`src/rtl/ddr2_wr_arbiter.sv`:
```
// ddr2_wr_arbiter: two-requester arbiter sharing DDR2 address/write-data FIFOs, per-transaction grant.
// Define ARB_ROUND_ROBIN_EN for round-robin tie-break in IDLE; otherwise r0 always wins ties.
module ddr2_wr_arbiter #(
    parameter int BEATS_PER_CMD = 2,
    parameter int MAX_BURSTS    = 16
) (
    input  logic         clk,
    input  logic         rst,
    input  logic         r0_req,
    input  logic [30:0]  r0_af_addr_din,
    input  logic         r0_af_wr_en,
    input  logic [127:0] r0_wdf_din,
    input  logic [15:0]  r0_wdf_mask_din,
    input  logic         r0_wdf_wr_en,
    output logic         r0_af_full,
    output logic         r0_wdf_full,
    input  logic         r1_req,
    input  logic [30:0]  r1_af_addr_din,
    input  logic         r1_af_wr_en,
    input  logic [127:0] r1_wdf_din,
    input  logic [15:0]  r1_wdf_mask_din,
    input  logic         r1_wdf_wr_en,
    output logic         r1_af_full,
    output logic         r1_wdf_full,
    input  logic         af_full,
    input  logic         wdf_full,
    output logic [30:0]  af_addr_din,
    output logic         af_wr_en,
    output logic [127:0] wdf_din,
    output logic [15:0]  wdf_mask_din,
    output logic         wdf_wr_en,
    output logic [1:0]   grant
);
    typedef enum logic [1:0] {IDLE, GNT0, GNT1} state_t;
    state_t state;
    logic af_done;
    logic [2:0] beat_cnt;
    logic [7:0] burst_cnt;
    logic g0, g1, busy, cur_af_full, cur_wdf_full, done_now, own_req, oth_req, stay, pick1;
    logic [2:0] beats_next;
    assign g0 = state == GNT0;
    assign g1 = state == GNT1;
    assign busy = g0 | g1;
    assign grant = {g1, g0};
    assign cur_af_full = af_full | af_done;
    assign cur_wdf_full = wdf_full | (beat_cnt == 3'(BEATS_PER_CMD));
    assign r0_af_full = g0 ? cur_af_full : 1'b1;
    assign r0_wdf_full = g0 ? cur_wdf_full : 1'b1;
    assign r1_af_full = g1 ? cur_af_full : 1'b1;
    assign r1_wdf_full = g1 ? cur_wdf_full : 1'b1;
    assign af_wr_en = busy & (g1 ? r1_af_wr_en : r0_af_wr_en) & ~cur_af_full;
    assign wdf_wr_en = busy & (g1 ? r1_wdf_wr_en : r0_wdf_wr_en) & ~cur_wdf_full;
    assign af_addr_din = g1 ? r1_af_addr_din : g0 ? r0_af_addr_din : '0;
    assign wdf_din = g1 ? r1_wdf_din : g0 ? r0_wdf_din : '0;
    assign wdf_mask_din = g1 ? r1_wdf_mask_din : g0 ? r0_wdf_mask_din : '0;
    assign beats_next = beat_cnt + 3'(wdf_wr_en);
    // af and the last beat may land together; either order completes the transaction
    assign done_now = (af_done | af_wr_en) & (beats_next == 3'(BEATS_PER_CMD));
    assign own_req = g1 ? r1_req : r0_req;
    assign oth_req = g1 ? r0_req : r1_req;
    assign stay = own_req & (~oth_req | (burst_cnt < 8'(MAX_BURSTS - 1)));
`ifdef ARB_ROUND_ROBIN_EN
    logic last_gnt;
    always_ff @(posedge clk or posedge rst)
        if (rst) last_gnt <= 1'b1;
        else if (busy) last_gnt <= g1;
    assign pick1 = r1_req & (~r0_req | ~last_gnt);
`else
    assign pick1 = r1_req & ~r0_req;
`endif
    always_ff @(posedge clk or posedge rst) begin
        if (rst) begin
            state <= IDLE;
            af_done <= 1'b0;
            beat_cnt <= '0;
            burst_cnt <= '0;
        end else if (state == IDLE) begin
            if (r0_req | r1_req) state <= pick1 ? GNT1 : GNT0;
            af_done <= 1'b0;
            beat_cnt <= '0;
            burst_cnt <= '0;
        end else if (done_now) begin
            af_done <= 1'b0;
            beat_cnt <= '0;
            if (stay) burst_cnt <= burst_cnt + 8'd1;
            else begin
                burst_cnt <= '0;
                state <= oth_req ? (g0 ? GNT1 : GNT0) : IDLE;
            end
        end else begin
            af_done <= af_done | af_wr_en;
            beat_cnt <= beats_next;
        end
    end
endmodule

```
`config.mk`:
```
export PLATFORM = sky130hd
export DESIGN_NAME = ddr2_wr_arbiter
export DESIGN_NICKNAME = d
export VERILOG_FILES = /design/src/rtl/ddr2_wr_arbiter.sv
export SDC_FILE = /design/constraint.sdc
export NUM_CORES = 1
export LEC_CHECK = 0
export BUFFER_PORTS_ARGS = -buffer_cell sky130_fd_sc_hd__buf_2
export CAP_MARGIN = 20
export CORE_AREA = 8 8 204 206
export DETAILED_ROUTE_END_ITERATION = 6
export DIE_AREA = 0 0 212 214
export MAX_ROUTING_LAYER = met4
export SLEW_MARGIN = 15
export SYNTH_ARGS = -nofsm -noshare
export SYNTH_HDL_FRONTEND = slang
export SYNTH_SLANG_ARGS = --single-unit
```
`constraint.sdc`:
```
create_clock -name clk -period 7.85 [get_ports clk]
set_input_delay 0.785 -clock clk [delete_from_list [all_inputs] [get_ports clk]]
set_output_delay 0.785 -clock clk [all_outputs]
set_load 0.02 [all_outputs]
```
==> summary.txt, run 1 <==
CTS
  • CTS clk-pin slew, worst paths: 0.04 ns
  • Post-CTS Setup Bufs: 0
  • H-tree levels: 1
  • Clock Latency Late Sink: 0.24 ns
  • Clk buf depth: 2
  • Root cell of the clock tree: clkbuf_16
  • CTS tree: done
  • Cts hold-fix bufs: 0
  • CTS Buf Count: 3
  • Clock sink total: 14
  • PostCTS Resize Cnt: 0

Yosys
  • Largest family of logic cells by synthesized area: compound AO/OA/AOI/OAI gates
  • Post-Syn Nets: 683
  • Top post-synthesis cells by area: a22o_1 (60%), dfrtp_1 (13%), clkbuf_1 (5.4%)
  • Sequential-to-total area share from yosys stat: 0.134
  • Area share of the largest cell type after synthesis: 0.598
  • #FFs+latches synth: 14
  • XOR/XNOR Fraction of Synth Area: 0.00334
  • Ys Warns: 0
  • Compound-Gate Fraction of Synth Area: 0.661
  • Yosys cell types: 40
  • Post-Synthesis Cell Area: 2620 um2
  • Post-Synth Simple-Gate Area: 0.0759
  • Cell taking the most area after synthesis: a22o_1
  • Synth Area in Adders: 0.0287
  • Multiplexer share of the synthesized area: 0.0181
  • Post-Synthesis Cells: 317
  • Post-Syn Area per Cell: 8.27 um2

STA
  • Final period util: 0.496
  • Unrepaired setup endpoints after global routing: no
  • Final hold slack: 0.528 ns
  • Worst slew margin: 0.248
  • Hold Fails Final Rpt: 0
  • Setup violators final: 0
  • Final worst slack: 3.95 ns
  • Count of final max-slew check failures: 0
  • Max Clock Skew: 0.00291 ns
  • Post-route minimum period: 3.90 ns
  • Max Fclk: 257 MHz
  • Setup TNS: 0 ns
  • Worst-margin pin slew: 1.13 ns

Worst setup path
  • R2R Path Start: state[0]
  • Crit Path Max Fanout: 114
  • Crit-path cells: inv_1 > ha_4 > buf_4 > a22o_1 > buf_2
  • Critical Path AT: 3.11 ns
  • Worst setup EP type: primary output
  • Max stage delay on crit path: 0.94 ns
  • CP top delay family: buffers and inverters
  • Crit-path slowest cell: buf_4
  • CP startpoint: state[0]
  • Required @ worst endpoint: 7.07 ns
  • Worst setup SP type: register
  • Kind of critical path: reg2out
  • CP bufs+invs: 3

Placed design
  • Pre-CTS setup slack: 4.09 ns
  • Input/output buffers: 542
  • Placed Area: 5850 um2
  • Number of placed instances, taps included: 1336
  • Gpl congestion: 0.935
  • Post-DP HPWL: 23800 um

Pwr
  • Switching power: 1.37 mW
  • Switching Fraction: 0.620
  • Leakage power: 3.51 nW
  • Int Pwr: 0.841 mW
  • Peak supply drop: 176 uV
  • Combinational share of power: 0.917
  • Power density over cell area: 372 nW/um2
  • Clock share of power: 0.042
  • Final Power: 2.21 mW
  • Flop pwr share: 0.041

Die
  • Row count: 72
  • DIE AREA: 45400 um2
  • Die Y: 214 um
  • CORE AREA: 38300 um2
  • Die span in x: 212 um
  • Initial Utilization: 0.0684
  • I/O pin count: 543

Detailed routing
  • Final wirelength: 26200 um
  • Via-to-Cell Ratio: 3.73
  • DR vias: 5015
  • Pre-antenna DRT Iters: 5
  • Iter 0 DRT Violations: 258
  • DRC viols: 0
  • Routed length per placed instance: 19.5 um
  • Number of routed nets with antenna violations: 0

Finish
  • Commonest cells after routing, fill and taps aside: buf_2 (542), a22o_1 (179), dfrtp_1 (14)
  • Most common cell after layout, fill and taps aside: buf_2
  • Area growth, synth to finish: 127%
  • Layout Nets: 1189
  • Share of layout cells above drive strength 1: 0.678
  • Design area: 5940 um2
  • Final-layout fill cell count: 4370
  • Final Instance Count excl. Fillers: 1345
  • Final Util: 0.155

Global routing
  • Antenna violations before repair: 7
  • Vias in the first global route: 5215
  • Total grt overflow: 0
  • Total GRT Usage: 0.108
  • First-pass GRT wire length: 35700 um
  • Pin count of the biggest net entering global routing: 115

Flow run
  • Max Cap Violations: 0

Hold path
  • Hold path start: state[0]
  • Hold Crit Class: reg2reg

Run status
  • Status: completed
-- power groups by stage --
stage / Sequential, mW / Combinational (mW) / Clock, mW
finish: 0.0911 / 2.03 / 0.0931
floorplan: 0.0896 / 1.27 / 0
global placement: 0.0921 / 2.02 / 0
CTS: 0.0910 / 2.04 / 0.0952
detailed placement: 0.0921 / 2.03 / 0
global route: 0.0926 / 2.13 / 0.100
-- area by class of cell --
type                            count  area, um2  area share
Antenna cell                        6       15.0     0.00253
Clock buffer                        3       75.1      0.0126
Inverter                            8       30.0     0.00506
Multi-Input combinational cell    251       2080       0.351
Sequential cell                    14        350      0.0590
Tap cell                          518        648       0.109
Timing Repair Buffer              545       2740       0.461
-- worst reg2reg max path, delay by kind of cell, from the launching register on --
| kind | cells | cell delay, ns |
|---|---|---|
| mux | 2 | 0.71 |
| fa+ha+maj | 1 | 0.67 |
| flops | 1 | 0.39 |
| buf+inv | 2 | 1.07 |
| compound gates | 3 | 0.79 |
-- synthesized netlist by cell type --
cell,n
nor4_1,1
or4_1,1
nor2b_1,3
a32oi_1,1
nor3b_1,1
and3_1,3
nor2_1,9
clkbuf_1,38
o211ai_1,2
a221o_1,1
a221oi_2,1
a22o_1,179
o221ai_1,1
ha_1,6
buf_4,3
o22ai_1,1
mux2_1,1
o21bai_1,1
o21ai_1,2
mux2_2,1
a21oi_2,1
and2_1,2
nand2b_1,1
or3_1,1
buf_1,2
and3b_1,1
buf_2,1
or2_2,1
inv_1,8
nand2_1,11
mux2i_1,1
a21o_1,3
nand3_1,5
a21oi_1,4
a32o_1,1
a211oi_2,1
mux2_4,1
a31o_2,1
dfrtp_1,14
xnor2_1,1
-- per-layer routing --
| metal | part of all wire | wire length, um | track usage |
|---|---|---|---|
| met1 | 0.41 | 10700 | 0.127 |
| met2 | 0.47 | 12300 | 0.181 |
| met3 | 0.11 | 2760 | 0.0308 |
| met4 | 0.015 | 391 | 0.0211 |
| met5 | 0 | 0 | - |
-- path summary, 6_finish.rpt --
check,depth (start not counted),slack [ns],to
setup / recovery,5,3.95,wdf_din[89]
hold / removal,1,0.53,state[0]
setup reg to reg,8,4.12,state[0]
hold reg to reg,1,0.53,state[0]
max in group asynchronous,2,6.88,beat_cnt[0]
min in group asynchronous,2,0.60,burst_cnt[7]
-- cells by family (layout without fill, tap and decap cells) --
| logic type | after synthesis | count (layout) |
|---|---|---|
| buffers and inverters | 52 | 556 |
| other | 0 | 6 |
| muxes | 4 | 4 |
| and+or+nand+nor | 40 | 40 |
| xor gates and xnor gates | 1 | 1 |
| DFF | 14 | 14 |
| AOI/OAI and AO/OA | 200 | 200 |
| adders and majority gates | 6 | 6 |
-- state kept, by name, indices dropped and copies added, names as in the netlist --
signal	flops
burst_cnt	8
beat_cnt	3
state	2
af_done	1
(Power assumes the default switching activity.)
==> run 2, diff against run 1 <==
--- a/config.mk
+++ b/config.mk
@@ -5,11 +5,12 @@
 export SDC_FILE = /design/constraint.sdc
 export NUM_CORES = 1
 export LEC_CHECK = 0
+export ABC_AREA = 1
 export BUFFER_PORTS_ARGS = -buffer_cell sky130_fd_sc_hd__buf_2
 export CAP_MARGIN = 20
-export CORE_AREA = 8 8 204 206
+export CORE_AREA = 8 8 203 205
 export DETAILED_ROUTE_END_ITERATION = 6
-export DIE_AREA = 0 0 212 214
+export DIE_AREA = 0 0 211 213
 export MAX_ROUTING_LAYER = met4
 export SLEW_MARGIN = 15
 export SYNTH_ARGS = -nofsm -noshare
==> constraint.sdc (replaced) <==
create_clock -name clk -period 3.5 [get_ports clk]
set_input_delay 0.35 -clock clk [delete_from_list [all_inputs] [get_ports clk]]
set_output_delay 0.35 -clock clk [all_outputs]
set_load 0.02 [all_outputs]
==> summary.txt, run 2 <==
Pwr
  • Switching power: 3.20 mW (was 1.37 mW)
  • Int Pwr: 1.68 mW (was 0.841 mW)
  • Leakage power: 4.40 nW (was 3.51 nW)
  • Switching Fraction: 0.656 (was 0.620)
  • Clock share of power: 0.049 (was 0.042)
  • Power density over cell area: 724 nW/um2 (was 372 nW/um2)
  • Flop pwr share: 0.042 (was 0.041)
  • Peak supply drop: 242 uV (was 176 uV)
  • Combinational share of power: 0.909 (was 0.917)

Global routing
  • First-pass GRT wire length: 35600 um (was 35700 um)
  • Vias in the first global route: 6600 (was 5215)
  • Pin count of the biggest net entering global routing: 183 (was 115)
  • Total GRT Usage: 0.100 (was 0.108)
  • Antenna violations before repair: 3 (was 7)
  • Total grt overflow: 0 (unchanged)

Die
  • DIE AREA: 44900 um2 (was 45400 um2)
  • Initial Utilization: 0.0913 (was 0.0684)
  • Die span in x: 211 um (was 212 um)
  • Die Y: 213 um (was 214 um)
  • CORE AREA: 38100 um2 (was 38300 um2)
  • I/O pin count: 543 (unchanged)
  • Row count: 72 (unchanged)

STA
  • Final period util: 0.768
  • Setup violators final: 0 (unchanged)
  • Unrepaired setup endpoints after global routing: no (unchanged)
  • Post-route minimum period: 2.69 ns
  • Max Fclk: 372 MHz
  • Worst-margin pin slew: 1.03 ns (was 1.13 ns)
  • Count of final max-slew check failures: 0 (unchanged)
  • Hold Fails Final Rpt: 0 (unchanged)
  • Setup TNS: 0 ns (unchanged)
  • Final worst slack: 0.812 ns (was 3.95 ns)
  • Final hold slack: 0.137 ns (was 0.528 ns)
  • Max Clock Skew: 0.00107 ns (was 0.00291 ns)
  • Worst slew margin: 0.316 (was 0.248)

Finish
  • Commonest cells after routing, fill and taps aside: buf_2 (542), nand2_1 (394), nand3_1 (188) (was buf_2 (542), a22o_1 (179), dfrtp_1 (14))
  • Largest reg by FF count: burst_cnt (unchanged)
  • Largest registers: burst_cnt (8), beat_cnt (3), state (2) (unchanged)
  • Share of layout cells above drive strength 1: 0.458 (was 0.678)
  • Max reg flops: 8 (unchanged)
  • Final Instance Count excl. Fillers: 1745 (was 1345)
  • Layout Nets: 1591 (was 1189)
  • Area growth, synth to finish: 93.8% (was 127%)
  • Most common cell after layout, fill and taps aside: buf_2 (unchanged)
  • Final Util: 0.177 (was 0.155)

Yosys
  • EDFF count, synth: 0 (unchanged)
  • Yosys cell types: 23 (was 40)
  • Post-Syn Nets: 1102 (was 683)
  • #FFs+latches synth: 14 (unchanged)
  • Top cells by count, synth: nand2_1 (394), nand3_1 (188), buf_2 (34) (was a22o_1 (179), clkbuf_1 (38), dfrtp_1 (14))
  • Top_reg_cell synth: dfrtp_1 (unchanged)
  • Area share of the largest cell type after synthesis: 0.425 (was 0.598)
  • Ys Warns: 0 (unchanged)
  • Post-Synthesis Cell Area: 3480 um2 (was 2620 um2)
  • Synth async-reset ratio: 1.00 (unchanged)
  • Post-Syn Area per Cell: 4.73 um2 (was 8.27 um2)
  • Sequential-to-total area share from yosys stat: 0.101 (was 0.134)
  • Cell taking the most area after synthesis: nand2_1 (was a22o_1)
  • Most frequent cell after synthesis: nand2_1 (was a22o_1)
  • Post-Synthesis Cells: 736 (was 317)
  • Top post-synthesis cells by area: nand2_1 (43%), nand3_1 (27%), dfrtp_1 (10%) (was a22o_1 (60%), dfrtp_1 (13%), clkbuf_1 (5.4%))

Worst setup path
  • Reg2Reg Depth: 14 (was 8)
  • R2R Path Start: state[0] (unchanged)
  • CP startpoint: state[0] (unchanged)
  • Kind of critical path: reg2out (unchanged)
  • Critical Path AT: 2.34 ns (was 3.11 ns)
  • Worst setup EP type: primary output (unchanged)
  • Required @ worst endpoint: 3.15 ns (was 7.07 ns)
  • R2R setup slack: 1.08 ns (was 4.12 ns)
  • Worst setup SP type: register (unchanged)
  • Setup crit end: af_addr_din[16] (was wdf_din[89])
  • Reg-to-Reg End: burst_cnt[5] (was state[0])
  • Crit Path Max Fanout: 182 (was 114)

Flow run
  • Max Cap Violations: 0 (unchanged)

CTS
  • Cts hold-fix bufs: 0 (unchanged)
  • Clock Latency Late Sink: 0.24 ns (about the same)
  • Clock sink total: 14 (unchanged)
  • Post-CTS Setup Bufs: 0 (unchanged)
  • Root cell of the clock tree: clkbuf_16 (unchanged)
  • CTS Buf Count: 3 (unchanged)
  • CTS clk-pin slew, worst paths: 0.05 ns (was 0.04 ns)
  • Clk buf depth: 2 (unchanged)
  • H-tree levels: 1 (unchanged)
  • PostCTS Resize Cnt: 0 (unchanged)
  • CTS tree: done (unchanged)

Placed design
  • Input/output buffers: 542 (unchanged)
  • Gpl congestion: 0.963 (was 0.935)
  • Number of placed instances, taps included: 1738 (was 1336)
  • Pre-CTS setup slack: 1.06 ns (was 4.09 ns)
  • Post-DP HPWL: 21300 um (was 23800 um)

Detailed routing
  • Final wirelength: 25300 um (was 26200 um)
  • Pre-antenna DRT Iters: 6 (was 5)
  • Number of routed nets with antenna violations: 0 (unchanged)
  • DR vias: 6804 (was 5015)
  • Iter 0 DRT Violations: 519 (was 258)
  • Routed length per placed instance: 14.5 um (was 19.5 um)
  • Via-to-Cell Ratio: 3.90 (was 3.73)
  • DRC viols: 0 (unchanged)

Hold path
  • Hold Crit Class: in2async (was reg2reg)

Run status
  • Status: completed (unchanged)
==> run 2: final cells by class <==
class,instances,area [um2]
antenna,3,7.51
clock buffer,4,88.8
fill,4441,31400
inverter,26,103
multi-input combinational,634,2760
sequential,14,350
tap,518,648
timing repair buffer,546,2780
==> run 2: layer usage <==
layer | GRT usage | share of wire
met1 | 0.117 | 0.39
met2 | 0.172 | 0.49
met3 | 0.0173 | 0.086
met4 | 0.0362 | 0.032
met5 | - | 0
==> run 2: worst min-delay path by stage <==
stage | from | slack (ns) | end | depth (start not counted)
floorplan | rst | 0.24 | af_done | 1
global placement | rst | 0.40 | beat_cnt[2] | 2
detailed placement | rst | 0.43 | af_done | 2
CTS | rst | 0.17 | af_done | 2
global route | rst | 0.20 | af_done | 2
finish | rst | 0.14 | af_done | 2
==> run 2: cell families (layout without fill, tap and decap cells) <==
kind of cell,count (synthesis),after routing,share of synthesized area
AOI/OAI and AO/OA,13,13,0.0205
xor gates and xnor gates,3,3,0.00756
adders and majority gates,6,6,0.0216
buffers and inverters,88,576,0.112
DFF,14,14,0.101
other,0,3,0
and+or+nand+nor,612,612,0.737
==> run 2: per-stage QoR <==
stage,power [mW],instance area [um2]
after floorplan,3.09,3480
after global placement,4.65,6640
after detailed placement,4.67,6640
after CTS,4.93,6730
after global routing,5.29,6740
final,4.88,6740
==> run 2: power by group through the flow <==
stage,Combinational [mW],Sequential (mW),Clock (mW)
after global routing,4.83,0.207,0.250
after CTS,4.48,0.203,0.243
after global placement,4.45,0.204,0
after floorplan,2.89,0.197,0
after detailed placement,4.47,0.206,0
final,4.44,0.203,0.241
==> run 2: worst max-delay path: stages (launching register included) <==
cell and delay (ns):
dfrtp_1 0.41, inv_1 0.14, ha_4 0.19, buf_12 0.38, nand2_1 0.27, nand2_1 0.14, buf_2 0.17
